<file path="src/rtl/sa3x3_ctrl.sv">
// Sequencing controller for a 3x3 weight-stationary systolic array: clears the array, loads three
// weight rows, then skews activation vectors in and de-skews bottom-row psums into result words.
module sa3x3_ctrl #(
    parameter int unsigned DW  = 8,
    parameter int unsigned LAT = 7
) (
    input  logic            clk,
    input  logic            rst,
    input  logic            start,
    input  logic [7:0]      num_vec,
    output logic            busy,
    output logic            done,
    input  logic            w_valid,
    output logic            w_ready,
    input  logic [3*DW-1:0] w_data,
    input  logic            a_valid,
    output logic            a_ready,
    input  logic [3*DW-1:0] a_data,
    output logic            r_valid,
    output logic [3*DW-1:0] r_data,
    output logic            sa_clear,
    output logic            sa_weight_load,
    output logic [3*DW-1:0] sa_w_in,
    output logic [3*DW-1:0] sa_act_in,
    output logic [3*DW-1:0] sa_psum_in,
    input  logic [3*DW-1:0] sa_psum_out
);

    typedef enum logic [2:0] {StIdle, StClear, StLoadW, StStream, StDrain, StDone} state_e;

    state_e          state_q, state_d;
    logic [7:0]      nvec_q, nvec_d;
    logic [7:0]      acnt_q, acnt_d;
    logic [1:0]      wcnt_q, wcnt_d;
    logic            busy_q, busy_d;
    logic            done_q, done_d;
    logic            w_ready_q, w_ready_d;
    logic            a_ready_q, a_ready_d;
    logic            clear_q, clear_d;
    logic [LAT-1:0]  vpipe_q, vpipe_d;
    logic [DW-1:0]   a1_q, a2a_q, a2b_q, a3a_q, a3b_q, a3c_q;
    logic [DW-1:0]   a1_d, a2a_d, a3a_d;
    logic [DW-1:0]   p1a_q, p1b_q, p2a_q;
    logic [3*DW-1:0] r_data_q, r_data_d;
    logic            w_hs, a_hs;

    assign w_hs = w_valid & w_ready_q;
    assign a_hs = a_valid & a_ready_q;

    always_comb begin
        state_d   = state_q;
        nvec_d    = nvec_q;
        acnt_d    = acnt_q;
        wcnt_d    = wcnt_q;
        busy_d    = busy_q;
        done_d    = 1'b0;
        w_ready_d = w_ready_q;
        a_ready_d = a_ready_q;
        clear_d   = 1'b0;
        unique case (state_q)
            StIdle: begin
                if (start) begin
                    state_d = StClear;
                    nvec_d  = num_vec;
                    busy_d  = 1'b1;
                    clear_d = 1'b1;
                end
            end
            StClear: begin
                state_d   = StLoadW;
                w_ready_d = 1'b1;
                wcnt_d    = 2'd0;
            end
            StLoadW: begin
                if (w_hs) begin
                    wcnt_d = wcnt_q + 2'd1;
                    if (wcnt_q == 2'd2) begin
                        w_ready_d = 1'b0;
                        if (nvec_q == 8'd0) begin
                            state_d = StDrain;
                        end else begin
                            state_d   = StStream;
                            a_ready_d = 1'b1;
                            acnt_d    = nvec_q;
                        end
                    end
                end
            end
            StStream: begin
                if (a_hs) begin
                    acnt_d = acnt_q - 8'd1;
                    if (acnt_q == 8'd1) begin
                        a_ready_d = 1'b0;
                        state_d   = StDrain;
                    end
                end
            end
            StDrain: begin
                // Only the final stage may still hold a result; it is presented this cycle.
                if (vpipe_q[LAT-2:0] == '0) begin
                    state_d = StDone;
                    done_d  = 1'b1;
                end
            end
            StDone: begin
                state_d = StIdle;
                busy_d  = 1'b0;
            end
            default: state_d = StIdle;
        endcase
    end

    // Skew stages load zero on bubble cycles so the array sees clean zeros between vectors.
    always_comb begin
        a1_d     = a_hs ? a_data[DW-1:0]      : '0;
        a2a_d    = a_hs ? a_data[2*DW-1:DW]   : '0;
        a3a_d    = a_hs ? a_data[3*DW-1:2*DW] : '0;
        vpipe_d  = {vpipe_q[LAT-2:0], a_hs};
        r_data_d = {sa_psum_out[3*DW-1:2*DW], p2a_q, p1b_q};
    end

    always_ff @(posedge clk or negedge rst) begin
        if (!rst) begin
            state_q   <= StIdle;
            nvec_q    <= '0;
            acnt_q    <= '0;
            wcnt_q    <= '0;
            busy_q    <= 1'b0;
            done_q    <= 1'b0;
            w_ready_q <= 1'b0;
            a_ready_q <= 1'b0;
            clear_q   <= 1'b0;
            vpipe_q   <= '0;
            a1_q      <= '0;
            a2a_q     <= '0;
            a2b_q     <= '0;
            a3a_q     <= '0;
            a3b_q     <= '0;
            a3c_q     <= '0;
            p1a_q     <= '0;
            p1b_q     <= '0;
            p2a_q     <= '0;
            r_data_q  <= '0;
        end else begin
            state_q   <= state_d;
            nvec_q    <= nvec_d;
            acnt_q    <= acnt_d;
            wcnt_q    <= wcnt_d;
            busy_q    <= busy_d;
            done_q    <= done_d;
            w_ready_q <= w_ready_d;
            a_ready_q <= a_ready_d;
            clear_q   <= clear_d;
            vpipe_q   <= vpipe_d;
            a1_q      <= a1_d;
            a2a_q     <= a2a_d;
            a2b_q     <= a2a_q;
            a3a_q     <= a3a_d;
            a3b_q     <= a3a_q;
            a3c_q     <= a3b_q;
            p1a_q     <= sa_psum_out[DW-1:0];
            p1b_q     <= p1a_q;
            p2a_q     <= sa_psum_out[2*DW-1:DW];
            r_data_q  <= r_data_d;
        end
    end

    assign busy           = busy_q;
    assign done           = done_q;
    assign w_ready        = w_ready_q;
    assign a_ready        = a_ready_q;
    assign r_valid        = vpipe_q[LAT-1];
    assign r_data         = r_data_q;
    assign sa_clear       = clear_q;
    assign sa_weight_load = w_hs;
    assign sa_w_in        = w_hs ? w_data : '0;
    assign sa_act_in      = {a3c_q, a2b_q, a1_q};
    assign sa_psum_in     = '0;

endmodule

</file>
<file path="config.mk">
export PLATFORM = sky130hd
export DESIGN_NAME = sa3x3_ctrl
export DESIGN_NICKNAME = d
export VERILOG_FILES = /design/src/rtl/sa3x3_ctrl.sv
export SDC_FILE = /design/constraint.sdc
export NUM_CORES = 1
export LEC_CHECK = 0
export ABC_AREA = 1
export CAP_MARGIN = 25
export CELL_PAD_IN_SITES_DETAIL_PLACEMENT = 1
export CELL_PAD_IN_SITES_GLOBAL_PLACEMENT = 1
export CORE_MARGIN = 2
export CORE_UTILIZATION = 34
export DETAILED_ROUTE_END_ITERATION = 8
export PLACE_DENSITY_LB_ADDON = 0.1
export SYNTH_ARGS = -nofsm -noshare
export SYNTH_HDL_FRONTEND = slang
export SYNTH_SLANG_ARGS = --single-unit
</file>
<file path="constraint.sdc">
create_clock -name clk -period 1.8 [get_ports clk]
set_input_delay 0.36 -clock clk [delete_from_list [all_inputs] [get_ports clk]]
set_output_delay 0.36 -clock clk [all_outputs]
set_load 0.01 [all_outputs]
</file>
Word level (Yosys, flattened, before mapping) --
Index checks and enable logic that the tools add are counted.
Cells by class: $add $sub $neg 2, equal/unequal tests 14, muxes and demuxes 34, bitwise gates (word level) 2, reduce and logical (&&, ||, !) cells 13
Operator list (number):
- 2-to-1 mux 8 bit | 7
- 2-to-1 mux 24 bit | 1
- 2-to-1 mux 3 bit | 7
- case mux 8 bit (2 select lines) | 1
- case mux 3 bit (5 select lines) | 1
- inequality test 2 bit (second input constant) | 7
- 2-to-1 mux 1 bit | 12
- AND reduction 6 bit | 2
- == test 8 x 1 -> 1 bit (second input constant) | 1
- logical NOT 8 bit | 1
- subtractor 8 x 1 -> 8 bit (second input constant) | 1
- == test 3 x 2 -> 1 bit (second input constant) | 2
- == test 3 bit (second input constant) | 2
- logical NOT 6 bit | 1
- case mux 1 bit (2 select lines) | 3
- AND reduction 2 bit | 3
- nonzero test 2 bit | 3
- AND reduction 5 bit | 1
- case mux 2 bit (2 select lines) | 1
- == test 3 x 1 -> 1 bit (second input constant) | 1
- logical NOT 3 bit | 1
- AND reduction 3 bit | 1
- adder 2 x 1 -> 2 bit (second input constant) | 1
- AND 1 bit | 2
- other kinds (2) | 2
Word-level totals: bits in registers 129, bits of input ports 85, output and inout bits 103

Longest topological paths before layout --
word-level depth 5, mapped depth 9, depth with buffers taken out 9

Worst setup path before layout --
No wires, ideal clock.
path kind register to output, start register w_ready_q, in the netlist w_ready, end output port sa_w_in[10], arrival 0.933 ns, data required time 1.440 ns, slack 0.507 ns, cell stages (with the launch flop) 4, path through dfrtp_1 -> nand2_2 -> buf_1 -> nor2_1
Between the ends: word-level cells in the longest chain between the ends 2
Ends and longest elaborated chain:
- start: declaration | line 37 | logic w_ready_q, w_ready_d;
- start signal: assignment | line 151 | w_ready_q <= w_ready_d;
- AND 1 bit | line 47 | assign w_hs = w_valid & w_ready_q;
- 2-to-1 mux 24 bit | line 176 | assign sa_w_in = w_hs ? w_data : '0;
- end: declaration | line 23 | output logic [3*DW-1:0] sa_w_in,
No other way between the ends.

Worst setup path after layout --
start input port w_valid, end output port sa_w_in[16]
Between the ends: word-level cells in the longest chain between the ends 2
Ends and longest elaborated chain:
- start: declaration | line 13 | input logic w_valid,
- AND 1 bit | line 47
- 2-to-1 mux 24 bit | line 176
No other way between the ends.

==> impl_metrics.json <==
{
  "status": "finished, final reports clean",
  "grt_first_pass_wirelength_um": 17900,
  "cts.clk_slew.worst_paths_ps": 60,
  "ys_seq_area_frac": 0.696,
  "p_sw_frac": 0.314,
  "p_per_area_nw_per_um2": 1400,
  "synth_area_um2": 4640,
  "antenna_found_initial": 0,
  "grt_overflow_total": 0,
  "arrival_ps": 1380,
  "die_w_um": 121,
  "critPathMaxFanout": 25,
  "ir_worst_vdd_mv": 0.730,
  "h-tree-depth": 4,
  "ys_types": 25,
  "maxCapViolCount": 0,
  "start_kind": "input port",
  "viasPerCell": 4.14,
  "setup_viol": 0,
  "fin_ws_ps": 55.1,
  "cts_buffers": 17,
  "p_comb_frac": 0.261,
  "largest_reg_flops": 24,
  "clkLatencyLatePin_ps": 400,
  "port_buffers": 163,
  "final_hold_viol_count": 0,
  "wirelength_um": 10800,
  "post-dp-hpwl_um": 7970,
  "finish.utilization": 0.526,
  "grt_pass1_vias": 3653,
  "clock_sinks": 129,
  "vias": 3356,
  "drtPass1Iterations": 4,
  "p_int_w": 0.00670,
  "gr-usage-all-layers": 0.159,
  "nNetsFinal": 710,
  "finClkSkew_ps": 5.82,
  "post_dp_cell_area_um2": 6450,
  "area_growth_pct": 50.7,
  "synth_area_per_cell_um2": 10.6,
  "dieArea_um2": 14600,
  "ys_warn_count": 0,
  "num_rows": 42,
  "clk_path_buf_depth": 2,
  "pwr-share-seq": 0.381,
  "p_sw_w": 0.00306,
  "dp_slack_ps": -266,
  "place_congestion": 0.806,
  "timing.fmax_mhz": 573,
  "endpoint_kind": "primary output",
  "postLayoutCellArea_um2": 6990,
  "slew_viol_final": 0,
  "wl_per_cell_um": 13.4,
  "min_path_type": "register to register",
  "grt_max_degree": 73,
  "io_pins": 188,
  "ys_seq_elements": 129,
  "post-route-period-util": 0.969,
  "die_h_um": 121,
  "core_area_um2": 13300,
  "drtIter0Drc": 125,
  "drive_gt1_frac": 0.118,
  "critical_path_required_ps": 1440,
  "ant_nets": 0,
  "root_buffer": "clkbuf_16",
  "clockPowerShare": 0.358,
  "cts_tree": "done",
  "synth_cells": 438,
  "leakagePower_nw": 3.52,
  "critPathKind": "input port to primary output",
  "insertedDiodeCount": 0,
  "drc": 0,
  "start_util": 0.349,
  "fin_crit_ps": 1740,
  "rsz0062_at_grt": "yes"
}
==> power groups by stage <==
stage               combinational (W)  clock (W)  sequential [W]
finish                        0.00255    0.00349         0.00372
CTS                           0.00261    0.00359         0.00374
global placement              0.00256          0         0.00374
detailed placement            0.00264          0         0.00378
floorplan                     0.00149          0         0.00377
global route                  0.00293    0.00373         0.00380
==> layer usage <==
metal	track usage	vias up	part of all wire
met5	0	-	0
met4	0.0632	0	0.013
met3	0.0623	11	0.086
met2	0.272	122	0.51
met1	0.180	1611	0.39
li1	-	1612	-
==> critical path: stages <==
cell             delay (ps)
clkdlybuf4s50_1         470
nand2_2                  70
buf_12                  160
nor2_1                   90
clkdlybuf4s15_1         240
==> cell type report <==
type / instances / area [um^2]
Clock inverter: 14 / 180
Multi-Input combinational cell: 229 / 1000
Fill cell: 1475 / 6310
Clock buffer: 17 / 425
Inverter: 72 / 270
Sequential cell: 129 / 3230
Tap cell: 176 / 220
Timing Repair Buffer: 173 / 1660
==> cell families after synthesis <==
kind of cell,share of synthesized area
AOI/OAI and AO/OA,0.0294
adders and majority gates,0.00810
buffers and inverters,0.106
DFF,0.696
other,0.000809
and+or+nand+nor,0.159
==> cell usage after synthesis, drive strengths merged <==
master / n / area, um^2
buf: 29 / 214
o21bai: 1 / 18.8
nor2: 76 / 305
nand2: 91 / 352
nand4: 2 / 12.5
conb: 1 / 3.75
nand3: 13 / 70.1
ha: 3 / 37.5
o31ai: 1 / 7.51
a21oi: 2 / 21.3
dfrtp: 129 / 3230
a31oi: 1 / 6.26
inv: 72 / 270
clkbuf: 2 / 7.51
o21ai: 15 / 82.6
==> metrics by stage <==
| stage | setup TNS, ps | hold WS, ps | instances | power [W] |
|---|---|---|---|---|
| 2_1_floorplan | 0 | 64.4 | 461 | 0.00526 |
| 6_report | 0 | 346 | 810 | 0.00977 |
| 3_5_place_dp | -7600 | 336 | 777 | 0.00642 |
| 4_1_cts | 0 | 348 | 810 | 0.00994 |
| 3_3_place_gp | -7100 | 331 | 777 | 0.00631 |
| 5_1_grt | -1.46 | 354 | 810 | 0.0105 |
==> cell usage in the layout, fill, tap and decap left out, types with 8 or more instances in the layout <==
| cell | netlist | layout |
|---|---|---|
| clkbuf_16 | 0 | 17 |
| dfrtp_1 | 129 | 129 |
| nand2_1 | 87 | 87 |
| clkdlybuf4s50_1 | 0 | 136 |
| conb_1 | 1 | 24 |
| inv_1 | 67 | 67 |
| clkbuf_2 | 0 | 16 |
| nor2_1 | 72 | 72 |
| o21ai_0 | 12 | 12 |
| nand3_1 | 12 | 12 |
| clkdlybuf4s15_1 | 0 | 8 |
==> what timing repair did <==
action                                  CTS  global route
endpoints found under the setup margin   25            25
buffers inserted                          1             0
endpoints found under the hold margin    67             0
resized for setup                        26            40
hold buffers                              1             0
==> path summary, 6_finish.rpt <==
check	startpoint	end	slack [ps]	cells after the start
worst max register to register	w_ready$_DFFE_PN0P_	state_q[0]$_DFFE_PN0P_	330	11
max in group asynchronous	rst	nvec_q[6]$_DFFE_PN0P_	950	3
worst min-delay path	a3b_q[2]$_DFF_PN0_	a3c_q[2]$_DFF_PN0_	350	0
worst min register to register	a3b_q[2]$_DFF_PN0_	a3c_q[2]$_DFF_PN0_	350	0
min in group asynchronous	rst	p2a_q[4]$_DFF_PN0_	510	3
worst max-delay path	w_valid	sa_w_in[16]	60	5
Power figures use the tool's default switching activity.
